### src/rtl/mem_fetch_unit_pkg.sv
// Shared definitions for the memory fetch unit: FSM states, timeout default
// and instruction field positions used by both this unit and the decoder.
package mem_fetch_unit_pkg;

  typedef enum logic [1:0] {
    IDLE = 2'd0,
    BUSY = 2'd1,
    DONE = 2'd2
  } fetch_state_e;

  localparam int TIMEOUT_DEFAULT = 15;

  localparam int OP_MSB    = 31;
  localparam int OP_LSB    = 26;
  localparam int RS_MSB    = 25;
  localparam int RS_LSB    = 21;
  localparam int RT_MSB    = 20;
  localparam int RT_LSB    = 16;
  localparam int RD_MSB    = 15;
  localparam int RD_LSB    = 11;
  localparam int FUNCT_MSB = 5;
  localparam int FUNCT_LSB = 0;
  localparam int IMM_MSB   = 15;
  localparam int IMM_LSB   = 0;

endpackage

### src/rtl/mem_fetch_unit_if.sv
// Memory request/response bus between the fetch unit (master) and memory (slave).
interface mem_fetch_unit_if;
  logic        mem_req;
  logic        mem_we;
  logic [31:0] mem_addr;
  logic [31:0] mem_wdata;
  logic        mem_ack;
  logic [31:0] mem_rdata;

  modport master (
    output mem_req, mem_we, mem_addr, mem_wdata,
    input  mem_ack, mem_rdata
  );

  modport slave (
    input  mem_req, mem_we, mem_addr, mem_wdata,
    output mem_ack, mem_rdata
  );
endinterface

### src/rtl/mem_fetch_unit_wait.sv
// mem_wait_timer: counts BUSY cycles without an acknowledge and flags the
// cycle in which the count reaches TIMEOUT.
module mem_wait_timer #(
  parameter int TIMEOUT = 15
) (
  input  logic clk,
  input  logic reset,
  input  logic clear,
  input  logic count,
  output logic expired
);
  localparam logic [8:0] LIMIT = 9'(TIMEOUT);

  logic [7:0] cnt_q;
  logic [7:0] cnt_d;

  always_comb begin
    cnt_d = cnt_q;
    if (clear) begin
      cnt_d = '0;
    end else if (count) begin
      cnt_d = cnt_q + 8'd1;
    end
  end

  always_ff @(posedge clk or posedge reset) begin
    if (reset) begin
      cnt_q <= '0;
    end else begin
      cnt_q <= cnt_d;
    end
  end

  // Fires in the wait cycle that brings the count up to TIMEOUT.
  assign expired = count && (({1'b0, cnt_q} + 9'd1) == LIMIT);

endmodule

### src/rtl/mem_fetch_unit.sv
// Memory fetch unit: captures one memory access per controller request,
// drives the memory bus until ack or timeout, and holds the IR and MDR.
module mem_fetch_unit
  import mem_fetch_unit_pkg::*;
#(
  parameter int TIMEOUT = TIMEOUT_DEFAULT
) (
  input  logic                    clk,
  input  logic                    reset,
  input  logic                    access,
  input  logic                    iord,
  input  logic                    memwrite,
  input  logic                    irwrite,
  input  logic [31:0]             pc,
  input  logic [31:0]             aluout,
  input  logic [31:0]             writedata,
  mem_fetch_unit_if.master        bus,
  output logic                    stall,
  output logic [31:0]             instr,
  output logic [5:0]              op,
  output logic [5:0]              funct,
  output logic [4:0]              rs,
  output logic [4:0]              rt,
  output logic [4:0]              rd,
  output logic [15:0]             imm,
  output logic [31:0]             mdr,
  output logic                    timeout_err
);

  fetch_state_e state_q;
  logic         req_q;
  logic         we_q;
  logic [31:0]  addr_q;
  logic [31:0]  wdata_q;
  logic         ircap_q;
  logic [31:0]  instr_q;
  logic [31:0]  mdr_q;
  logic         err_q;

  logic timer_clear;
  logic timer_count;
  logic timer_expired;

  assign timer_clear = (state_q == IDLE) && access;
  assign timer_count = (state_q == BUSY) && !bus.mem_ack;

  mem_wait_timer #(.TIMEOUT(TIMEOUT)) u_wait_timer (
    .clk     (clk),
    .reset   (reset),
    .clear   (timer_clear),
    .count   (timer_count),
    .expired (timer_expired)
  );

  always_ff @(posedge clk or posedge reset) begin
    if (reset) begin
      state_q <= IDLE;
      req_q   <= 1'b0;
      we_q    <= 1'b0;
      addr_q  <= '0;
      wdata_q <= '0;
      ircap_q <= 1'b0;
      instr_q <= '0;
      mdr_q   <= '0;
      err_q   <= 1'b0;
    end else begin
      case (state_q)
        IDLE: begin
          if (access) begin
            addr_q  <= iord ? aluout : pc;
            we_q    <= memwrite;
            wdata_q <= writedata;
            ircap_q <= irwrite && !memwrite;
            req_q   <= 1'b1;
            state_q <= BUSY;
          end
        end
        BUSY: begin
          // An ack wins over expiry in the same cycle.
          if (bus.mem_ack) begin
            if (!we_q) mdr_q <= bus.mem_rdata;
            if (ircap_q) instr_q <= bus.mem_rdata;
            req_q   <= 1'b0;
            state_q <= DONE;
          end else if (timer_expired) begin
            err_q   <= 1'b1;
            req_q   <= 1'b0;
            state_q <= DONE;
          end
        end
        DONE: begin
          state_q <= IDLE;
        end
        default: begin
          state_q <= IDLE;
          req_q   <= 1'b0;
        end
      endcase
    end
  end

  assign stall = ((state_q == IDLE) && access) || (state_q == BUSY);

  assign bus.mem_req   = req_q;
  assign bus.mem_we    = we_q;
  assign bus.mem_addr  = addr_q;
  assign bus.mem_wdata = wdata_q;

  assign instr       = instr_q;
  assign mdr         = mdr_q;
  assign timeout_err = err_q;

  assign op    = instr_q[OP_MSB:OP_LSB];
  assign funct = instr_q[FUNCT_MSB:FUNCT_LSB];
  assign rs    = instr_q[RS_MSB:RS_LSB];
  assign rt    = instr_q[RT_MSB:RT_LSB];
  assign rd    = instr_q[RD_MSB:RD_LSB];
  assign imm   = instr_q[IMM_MSB:IMM_LSB];

endmodule

### src/flat_wrapper.sv
// flat-port wrapper written by rule: the top's interface ports become plain ports
module mem_fetch_unit_flat import mem_fetch_unit_pkg::*;
#(
  parameter int TIMEOUT = TIMEOUT_DEFAULT
)
  (clk, reset, access, iord, memwrite, irwrite, pc, aluout, writedata, stall, instr, op, funct, rs, rt, rd, imm, mdr, timeout_err, bus_mem_req, bus_mem_we, bus_mem_addr, bus_mem_wdata, bus_mem_ack, bus_mem_rdata);
  mem_fetch_unit_if bus_i ();
  input  logic clk;
  input  logic reset;
  input  logic access;
  input  logic iord;
  input  logic memwrite;
  input  logic irwrite;
  input  logic [31:0] pc;
  input  logic [31:0] aluout;
  input  logic [31:0] writedata;
  output logic stall;
  output logic [31:0] instr;
  output logic [5:0] op;
  output logic [5:0] funct;
  output logic [4:0] rs;
  output logic [4:0] rt;
  output logic [4:0] rd;
  output logic [15:0] imm;
  output logic [31:0] mdr;
  output logic timeout_err;
  output wire logic [$bits(bus_i.mem_req)-1:0] bus_mem_req;
  output wire logic [$bits(bus_i.mem_we)-1:0] bus_mem_we;
  output wire logic [$bits(bus_i.mem_addr)-1:0] bus_mem_addr;
  output wire logic [$bits(bus_i.mem_wdata)-1:0] bus_mem_wdata;
  input wire logic [$bits(bus_i.mem_ack)-1:0] bus_mem_ack;
  input wire logic [$bits(bus_i.mem_rdata)-1:0] bus_mem_rdata;
  assign bus_mem_req = bus_i.mem_req;
  assign bus_mem_we = bus_i.mem_we;
  assign bus_mem_addr = bus_i.mem_addr;
  assign bus_mem_wdata = bus_i.mem_wdata;
  assign bus_i.mem_ack = bus_mem_ack;
  assign bus_i.mem_rdata = bus_mem_rdata;
  mem_fetch_unit #(.TIMEOUT(TIMEOUT)) u_core (.clk(clk), .reset(reset), .access(access), .iord(iord), .memwrite(memwrite), .irwrite(irwrite), .pc(pc), .aluout(aluout), .writedata(writedata), .bus(bus_i), .stall(stall), .instr(instr), .op(op), .funct(funct), .rs(rs), .rt(rt), .rd(rd), .imm(imm), .mdr(mdr), .timeout_err(timeout_err));
endmodule
### config.mk
export PLATFORM = sky130hd
export DESIGN_NAME = mem_fetch_unit_flat
export DESIGN_NICKNAME = d
export VERILOG_FILES = /design/src/rtl/mem_fetch_unit_pkg.sv /design/src/rtl/mem_fetch_unit_if.sv /design/src/rtl/mem_fetch_unit_wait.sv /design/src/rtl/mem_fetch_unit.sv /design/src/flat_wrapper.sv
export SDC_FILE = /design/constraint.sdc
export NUM_CORES = 1
export LEC_CHECK = 0
export ABC_AREA = 1
export CORE_UTILIZATION = 44
export CTS_CLUSTER_DIAMETER = 50
export DETAILED_ROUTE_END_ITERATION = 6
export GPL_TIMING_DRIVEN = 0
export HOLD_SLACK_MARGIN = 0.05
export PLACE_DENSITY = 0.94
export SYNTH_ARGS = -nofsm -noshare
export SYNTH_HDL_FRONTEND = slang
export SYNTH_SLANG_ARGS = --single-unit
### constraint.sdc
create_clock -name clk -period 9.4 [get_ports clk]
set_clock_uncertainty 0.1 [all_clocks]
set_input_delay 1.41 -clock clk [delete_from_list [all_inputs] [get_ports clk]]
set_output_delay 1.41 -clock clk [all_outputs]
set_load 0.005 [all_outputs]
After elaboration in Yosys (flattened, before gate mapping)
Cells that the tools add are included.
{"block": "totals", "ff_bits": 142, "inputBits": 135, "output_inout_bits": 175, "wordCells": 46}
{"block": "op_classes", "addsub": 2, "eq_ne": 5, "n_mux": 11, "bitwise_logic": 3, "reduce_logical": 15}
{"op": "$mux W32", "count": 1}
{"op": "$mux W8", "count": 2}
{"op": "$reduce_and A3 Y1", "count": 4}
{"op": "$add A8 B1 Y9 const B", "count": 1}
{"op": "$eq A9 B4 Y1 const B", "count": 1}
{"op": "$add A8 B1 Y8 const B", "count": 1}
{"op": "$mux W2", "count": 3}
{"op": "$logic_and A1 B1 Y1", "count": 4}
{"op": "$pmux W2 S2", "count": 1}
{"op": "$reduce_and A2 Y1", "count": 2}
{"op": "$mux W1", "count": 3}
{"op": "$ne A3 B2 Y1 const B", "count": 1}
{"op": "$not A1 Y1", "count": 3}
{"op": "$pmux W1 S3", "count": 1}
{"op": "$eq A2 B1 Y1 const B", "count": 1}
{"op": "$eq A2 B2 Y1 const B", "count": 1}
{"op": "$logic_not A1 Y1", "count": 2}
{"op": "$logic_not A2 Y1", "count": 1}
{"op": "$ne A2 B2 Y1 const B", "count": 1}
{"op": "$reduce_bool A2 Y1", "count": 1}
{"op": "$logic_or A1 B1 Y1", "count": 1}

Logic depth before layout (Yosys ltp)
Gate-level depths: netlist of the first run.
{"block": "depth", "depth_word": 6, "depth_mapped": 11, "ltp_nobuf": 11}

Hierarchy
Synthesis of the first run repeated with hierarchy kept, for this count alone.
{"block": "unflattened", "hier_cells": 763, "hier_area_um2": 6328.6}
{"module": "mem_fetch_unit", "instances": 1, "cells_per_inst": 687, "area_per_inst_um2": 5783.0, "seq_area_each_um2": 3353.2}
{"module": "mem_wait_timer", "instances": 1, "cells_per_inst": 76, "area_per_inst_um2": 545.5, "seq_area_each_um2": 200.2}

Least setup slack after synthesis of the first run
OpenSTA, ideal clock, no wires.
{"block": "synth_path", "path_type": "in2out", "from": "in access", "to": "out stall", "t_arrival_ns": 1.607, "required_time_ns": 7.890, "slack_ns": 6.283, "stages": 2, "path_buffers": 0, "cell_sequence": "nand2_1 > nand2_1"}
{"block": "synth_via", "elab_chain_len": 2}
{"item": "start, declared", "line": "flat_wrapper.sv:10", "text": "input logic access;"}
{"item": "$logic_and A1 B1 Y1", "line": "mem_fetch_unit.sv:102", "text": "assign stall = ((state_q == IDLE) && access) || (state_q == BUSY);"}
{"item": "$logic_or A1 B1 Y1", "line": "mem_fetch_unit.sv:102"}
{"item": "end, declared", "line": "flat_wrapper.sv:17", "text": "output logic stall;"}
Every way passes these cells.

Worst setup path after layout of the first run
Ends and elaborated chain as after synthesis.

==> impl_results.md, run 1 <==
- CTS tree: yes
- Grt ovf: 0
- Total power: 0.00317 W
- H-tree depth: 4
- Status: finished, final reports clean
- Initial antenna violation count: 1
- DRC: 0
- Seq/Total Area, Yosys: 0.576
- DIE HEIGHT: ~120 µm
- Comb power frac: 0.451
- Die X: 120 µm
- Final #Nets: 1,181
- RePlAce Congestion: 0.841
- CP Cell Sequence: clkdlybuf4s50_1 -> nand2_1 -> nand2_1 -> clkdlybuf4s50_1
- Post-Syn Area: 6170 µm²
- Leading cell type in the layout, fill and taps excluded: clkdlybuf4s50_1
- Clock network fraction of design power: 0.204
- Initial DRT Pass Iterations: 5
- Sequential Power Share: 0.345
- Fin. Hold Viols: 0
- Most frequent cells in the layout: clkdlybuf4s50_1, nand2_1, dfrtp_1
- Top Ports: 310
- Max Root-Sink Buffers: 2
- Area Overhead vs Synth: 63.3%
- Syn. warnings: 0
- Cts hold-fix bufs: 0
- Post-placement cell count: 1,201
- Final Max Tran Viols: 0
- WL/cell: between 15 and 20 µm
- Leakage: about 4.8 nW
- Sw Ratio: 0.314
- Fin cells: around 1,200
- Core area: 13,500 µm²
- P per Cell Area: 314 nW/µm²
- Final wirelength: just under 20,000 µm
- Max IR drop VDD: 0.153 mV
- Post-synth net total: 853
- Setup CP Type: in2out
- Slew Limit Headroom: 0.633
- Root buf cell: clkbuf_16
- Vias: 5,994
- Crit end category: primary output
- Number of synthesized register bits: 142
- Cell Int Power: between 0.002 and 0.0025 W
- Vias in the first global route: 6,015
- Sw Pwr: 0.000993 W
- Max incr delay on CP: between 500 and 600 ps
- Post-Synthesis Cells: around 720
- Hold WC Path Type: reg2reg
- Number of max-cap violations: 0
- Setup TNS: 0 ps
- Die area: around 15,000 µm²
- Cell variety after synth: 25
- Layout cell share with drive strength beyond 1: 0.0899
- Worst Path Required: 7890 ps
- Rows: 42
- DR iter-0 viols: 474
- Achievable frequency: 245 MHz
- Global-route wire length before repair: just over 30,000 µm
- Tot GR Track Use: 0.284
- Detail Placement HPWL: roughly 15,000 µm
- TritonCTS buffer count: 17
- RSZ-0062 raised after global routing: no
- Initial Util: 0.459
- Crit path DAT: about 2600 ps
- Post-Syn Area per Cell: 8.62 µm²
- Clock Latency Late Sink: 420 ps
- Via density: ~5
- # setup viols final: 0
- Port Buffer Count: between 300 and 400
- CP max FO: 3
- Clock slew at reported path FFs: 60 ps
- Largest net degree at the start of global routing: 91
- Total setup buffers inserted after CTS: 0
- Final min period: between 4000 and 5000 ps
- Resize count post-CTS: 0
- Utilization after layout: 0.749
- CP max stage cell: clkdlybuf4s50_1
- Worst Tran Pin Value: 550 ps
- Post-DRT Antenna Nets: 0
- CTS Sinks: 142
- Setup crit start kind: input pin
- Final Cycle Share: 0.434
==> cells in the mapped netlist (all sizes together) <==
cell type / number / area share
a21oi: 2 / 0.0016
a22o: 1 / 0.0014
buf: 55 / 0.062
clkbuf: 21 / 0.013
dfrtp: 142 / 0.58
ha: 2 / 0.0041
inv: 78 / 0.047
nand2: 253 / 0.15
nand3: 12 / 0.015
nor2: 12 / 0.013
o21ai: 135 / 0.11
o21bai: 1 / 0.0012
o22ai: 1 / 0.0010
xor2: 1 / 0.0014
==> cell type report <==
| type | instances | area, µm² |
|---|---|---|
| inverters | 78 | 298 |
| diodes | 1 | 2.50 |
| clock inverters | 11 | 118 |
| clock buffers | 21 | 450 |
| fillers | 899 | 3370 |
| multi-input cells | 420 | 1860 |
| well taps | 176 | 220 |
| plain buffers | 76 | 464 |
| flip-flops and latches | 142 | 3550 |
| repair buffers | 309 | 3110 |
==> kinds of logic after synthesis <==
family | Yosys count | synth area share
AOI/OAI and AO/OA | 140 | 0.115
xor gates and xnor gates | 1 | 0.00142
adders and majority gates | 2 | 0.00405
buffers and inverters | 154 | 0.123
DFF | 142 | 0.576
and+or+nand+nor | 277 | 0.182
==> worst max-delay path: cells and delay by family <==
family        cells  cell delay, ps
buf+inv           2             970
simple gates      2             200
==> power by group through the flow <==
stage | sequential [W] | clock, W | combinational, W
after floorplan | 0.00108 | 0 | 0.000485
after global placement | 0.00108 | 0 | 0.00138
after detailed placement | 0.00109 | 0 | 0.00144
after CTS | 0.00109 | 0.000654 | 0.00145
after global routing | 0.00112 | 0.000681 | 0.00156
final | 0.00109 | 0.000645 | 0.00143
==> worst paths after layout <==
kind / startpoint / end / slack (ps) / depth (start not counted)
min in group asynchronous: reset / u_core.bus.mem_wdata[1]$_DFFE_PP0P_ / 1300 / 2
worst max register to register: u_core.u_wait_timer.cnt_q[1]$_DFFE_PP0P_ / u_core.bus.mem_req$_DFFE_PP0P_ / 7690 / 10
worst min-delay path: u_core.bus.mem_wdata[17]$_DFFE_PP0P_ / u_core.bus.mem_wdata[17]$_DFFE_PP0P_ / 370 / 2
worst max-delay path: access / stall / 5320 / 4
max in group asynchronous: reset / u_core.bus.mem_addr[11]$_DFFE_PP0P_ / 7090 / 3
worst min register to register: u_core.bus.mem_wdata[17]$_DFFE_PP0P_ / u_core.bus.mem_wdata[17]$_DFFE_PP0P_ / 370 / 2
==> through the flow <==
step                area, µm²  setup WS [ps]  hold slack [ps]
finish                  10100           5320              369
detailed placement       9510           5310              357
CTS                     10100           5300              371
global route            10100           5270              386
floorplan                6170           4080              364
global placement         9480           2260              353
==> sequential cells by signal (all words and copies together) (netlist names) <==
signal,flops
u_core.bus.mem_wdata,32
u_core.mdr,32
u_core.u_wait_timer.cnt_q,8
u_core.ircap_q,1
u_core.bus.mem_we,1
u_core.state_q,2
u_core.timeout_err,1
u_core.bus.mem_addr,32
u_core.instr,32
u_core.bus.mem_req,1
==> layer usage <==
| layer | vias up | GRT usage | routed length (µm) |
|---|---|---|---|
| li1 | 2849 | - | - |
| met1 | 2809 | 0.301 | 7080 |
| met2 | 285 | 0.497 | 10100 |
| met3 | 51 | 0.102 | 1730 |
| met4 | 0 | 0.139 | 739 |
| met5 | - | 0 | 0 |
Note: power is estimated with default switching activity, not from simulation.
==> run 2: changes to the inputs <==
--- a/config.mk
+++ b/config.mk
@@ -6,12 +6,12 @@
 export NUM_CORES = 1
 export LEC_CHECK = 0
 export ABC_AREA = 1
-export CORE_UTILIZATION = 44
+export CORE_UTILIZATION = 40
 export CTS_CLUSTER_DIAMETER = 50
 export DETAILED_ROUTE_END_ITERATION = 6
 export GPL_TIMING_DRIVEN = 0
 export HOLD_SLACK_MARGIN = 0.05
-export PLACE_DENSITY = 0.94
+export PLACE_DENSITY = 0.87
 export SYNTH_ARGS = -nofsm -noshare
 export SYNTH_HDL_FRONTEND = slang
 export SYNTH_SLANG_ARGS = --single-unit
==> constraint.sdc (replaced) <==
create_clock -name clk -period 4.1 [get_ports clk]
set_clock_uncertainty 0.1 [all_clocks]
set_input_delay 0.615 -clock clk [delete_from_list [all_inputs] [get_ports clk]]
set_output_delay 0.615 -clock clk [all_outputs]
set_load 0.005 [all_outputs]
==> run 2 against run 1 <==
First-iteration DRC count fell by 47%. Die area grew 9.8%. Register-to-register slack got worse by 5300 ps. Core utilization is 7.6 points lower. Final cell count grew 0.89%. Clock-buffer cell count stayed put. Global-route usage shrank 3.6 points. Power is 130% higher. Flip-flop and latch count stayed put. Routed wire length down 2.0%. Largest cell class unchanged. Highest routed layer unchanged.
==> impl_results.md, run 2 (synthesized netlist as in run 1, its figures left out) <==
- Status: finished, final reports clean
- Core area: 15,100 µm²
- Setup CP Type: in2out
- CP max FO: 3
- Final #Nets: 1,183
- Post-DRT Antenna Nets: 0
- Highest metal used: met4
- Setup crit start kind: input pin
- Worst R2R Setup Slack: 2420 ps
- Die area: about 16,000 µm²
- Rows: 45
- Crit end category: primary output
- Clock slew at reported path FFs: approximately 60 ps
- Area Overhead vs Synth: 65.1%
- Final Max Tran Viols: 0
- Clock Latency Late Sink: 400 ps
- Most frequent cells in the layout: clkdlybuf4s50_1, nand2_1, dfrtp_1
- H-tree depth: 4
- CP max stage cell: clkdlybuf4s50_1
- Die X: 126 µm
- Hold WC Path Type: reg2reg
- Resize count post-CTS: 0
- CP Cell Sequence: clkdlybuf4s50_1 -> nand2_1 -> nand2_1 -> clkdlybuf4s50_1
- P per Cell Area: 729 nW/µm²
- Fin. Hold Viols: 0
- Leakage: 4.86 nW
- Fill cells: 1,178
- Grt ovf: 0
- Layout cell share with drive strength beyond 1: 0.0927
- Vias: 5,943
- Initial antenna violation count: 0
- Root buf cell: clkbuf_16
- Initial Util: 0.408
- DIE HEIGHT: 126 µm
- Global-route wire length before repair: 30,200 µm
- Number of max-cap violations: 0
- Port Buffer Count: 308
- Crit path DAT: 1800 ps
- Fin cells: roughly 1,200
- Largest net degree at the start of global routing: 45
- CTS tree: yes
- ANT cells: 0
- Top Ports: 310
- Detail Placement HPWL: 14,700 µm
- Met2 routed WL: 10,200 µm
- DRC: 0
- Met3 wire length: 1370 µm
- Vias in the first global route: 5,829
- Worst Path Required: 3380 ps
- Setup TNS: 0 ps
- Slew Limit Headroom: 0.408
- Worst Tran Pin Value: about 890 ps
- Achievable frequency: 397 MHz
- Pre-CTS setup slack: about 1600 ps
- TritonCTS buffer count: 17
- Final wirelength: 19,300 µm
- Top delay family on crit path: buffers and inverters
- Max incr delay on CP: approximately 500 ps
- DR iter-0 viols: 252
- Leading cell type in the layout, fill and taps excluded: clkdlybuf4s50_1
- Tot GR Track Use: 0.247
- Initial DRT Pass Iterations: 4
- Final Cycle Share: 0.614
- RSZ-0062 raised after global routing: no
- Max IR drop VDD: 0.327 mV
- Worst Slack Setup Final: between 1500 and 2000 ps
- M1 WL: 7340 µm
- # setup viols final: 0
- CTS Sinks: 142
- Post-placement cell count: 1,215
- WL/cell: 15.5 µm
- Worst path buffer plus inverter count: 2
- Cts hold-fix bufs: 0
- Final min period: 2520 ps
- Via density: around 4.8
- RePlAce Congestion: 0.814
- Total setup buffers inserted after CTS: 0
- Max Root-Sink Buffers: 2
## run 2: cell types whose count changed in the layout (fill, tap and decap cells not counted), sizes merged
cell,change
diode,-1
clkinv,-5
clkinvlp,+1
buf,+2
bufinv,+2
## run 2: worst min-delay path: cells and delay by family, from the launching register on
family | cells | cell delay, ps
and+or+nand+nor | 2 | 100
DFF | 1 | 340
## run 2: cell type report
| cell class | count | area, µm² | share of cell area |
|---|---|---|---|
| flip-flops and latches | 142 | 3550 | 0.349 |
| clock inverters | 9 | 158 | 0.0155 |
| repair buffers | 311 | 3140 | 0.308 |
| plain buffers | 76 | 464 | 0.0455 |
| multi-input cells | 420 | 1860 | 0.183 |
| well taps | 188 | 235 | 0.0231 |
| inverters | 78 | 297 | 0.0291 |
| clock buffers | 21 | 480 | 0.0471 |
## run 2: final timing paths
path,depth (start not counted),startpoint,to
max in group asynchronous,3,reset,u_core.instr[16]$_DFFE_PP0P_
worst max-delay path,4,access,stall
worst max register to register,11,u_core.u_wait_timer.cnt_q[1]$_DFFE_PP0P_,u_core.bus.mem_req$_DFFE_PP0P_
worst min register to register,2,u_core.bus.mem_wdata[1]$_DFFE_PP0P_,u_core.bus.mem_wdata[1]$_DFFE_PP0P_
min in group asynchronous,2,reset,u_core.bus.mem_wdata[6]$_DFFE_PP0P_
worst min-delay path,2,u_core.bus.mem_wdata[1]$_DFFE_PP0P_,u_core.bus.mem_wdata[1]$_DFFE_PP0P_
## run 2: power breakdown
group	total [W]	switching (W)	internal, W	leakage [nW]
Sequential	0.00250	0.000461	0.00204	1.78
Combinational	0.00326	0.00123	0.00203	2.77
Clock	0.00166	0.000585	0.00108	0.308
## run 2: stage by stage
stage,power [W],hold WS (ps),area (µm²),util
after floorplan,0.00360,364,6180,-
after global placement,0.00567,353,9500,0.627
after detailed placement,0.00579,358,9560,0.631
after CTS,0.00748,372,10200,0.673
after global routing,0.00787,389,10200,0.673
final,0.00743,369,10200,0.673
## run 2: metal layers
| metal | up-vias | global-route usage |
|---|---|---|
| met5 | - | 0 |
| met4 | 0 | 0.0964 |
| met3 | 32 | 0.0790 |
| met2 | 230 | 0.449 |
| met1 | 2833 | 0.266 |
| li1 | 2848 | - |
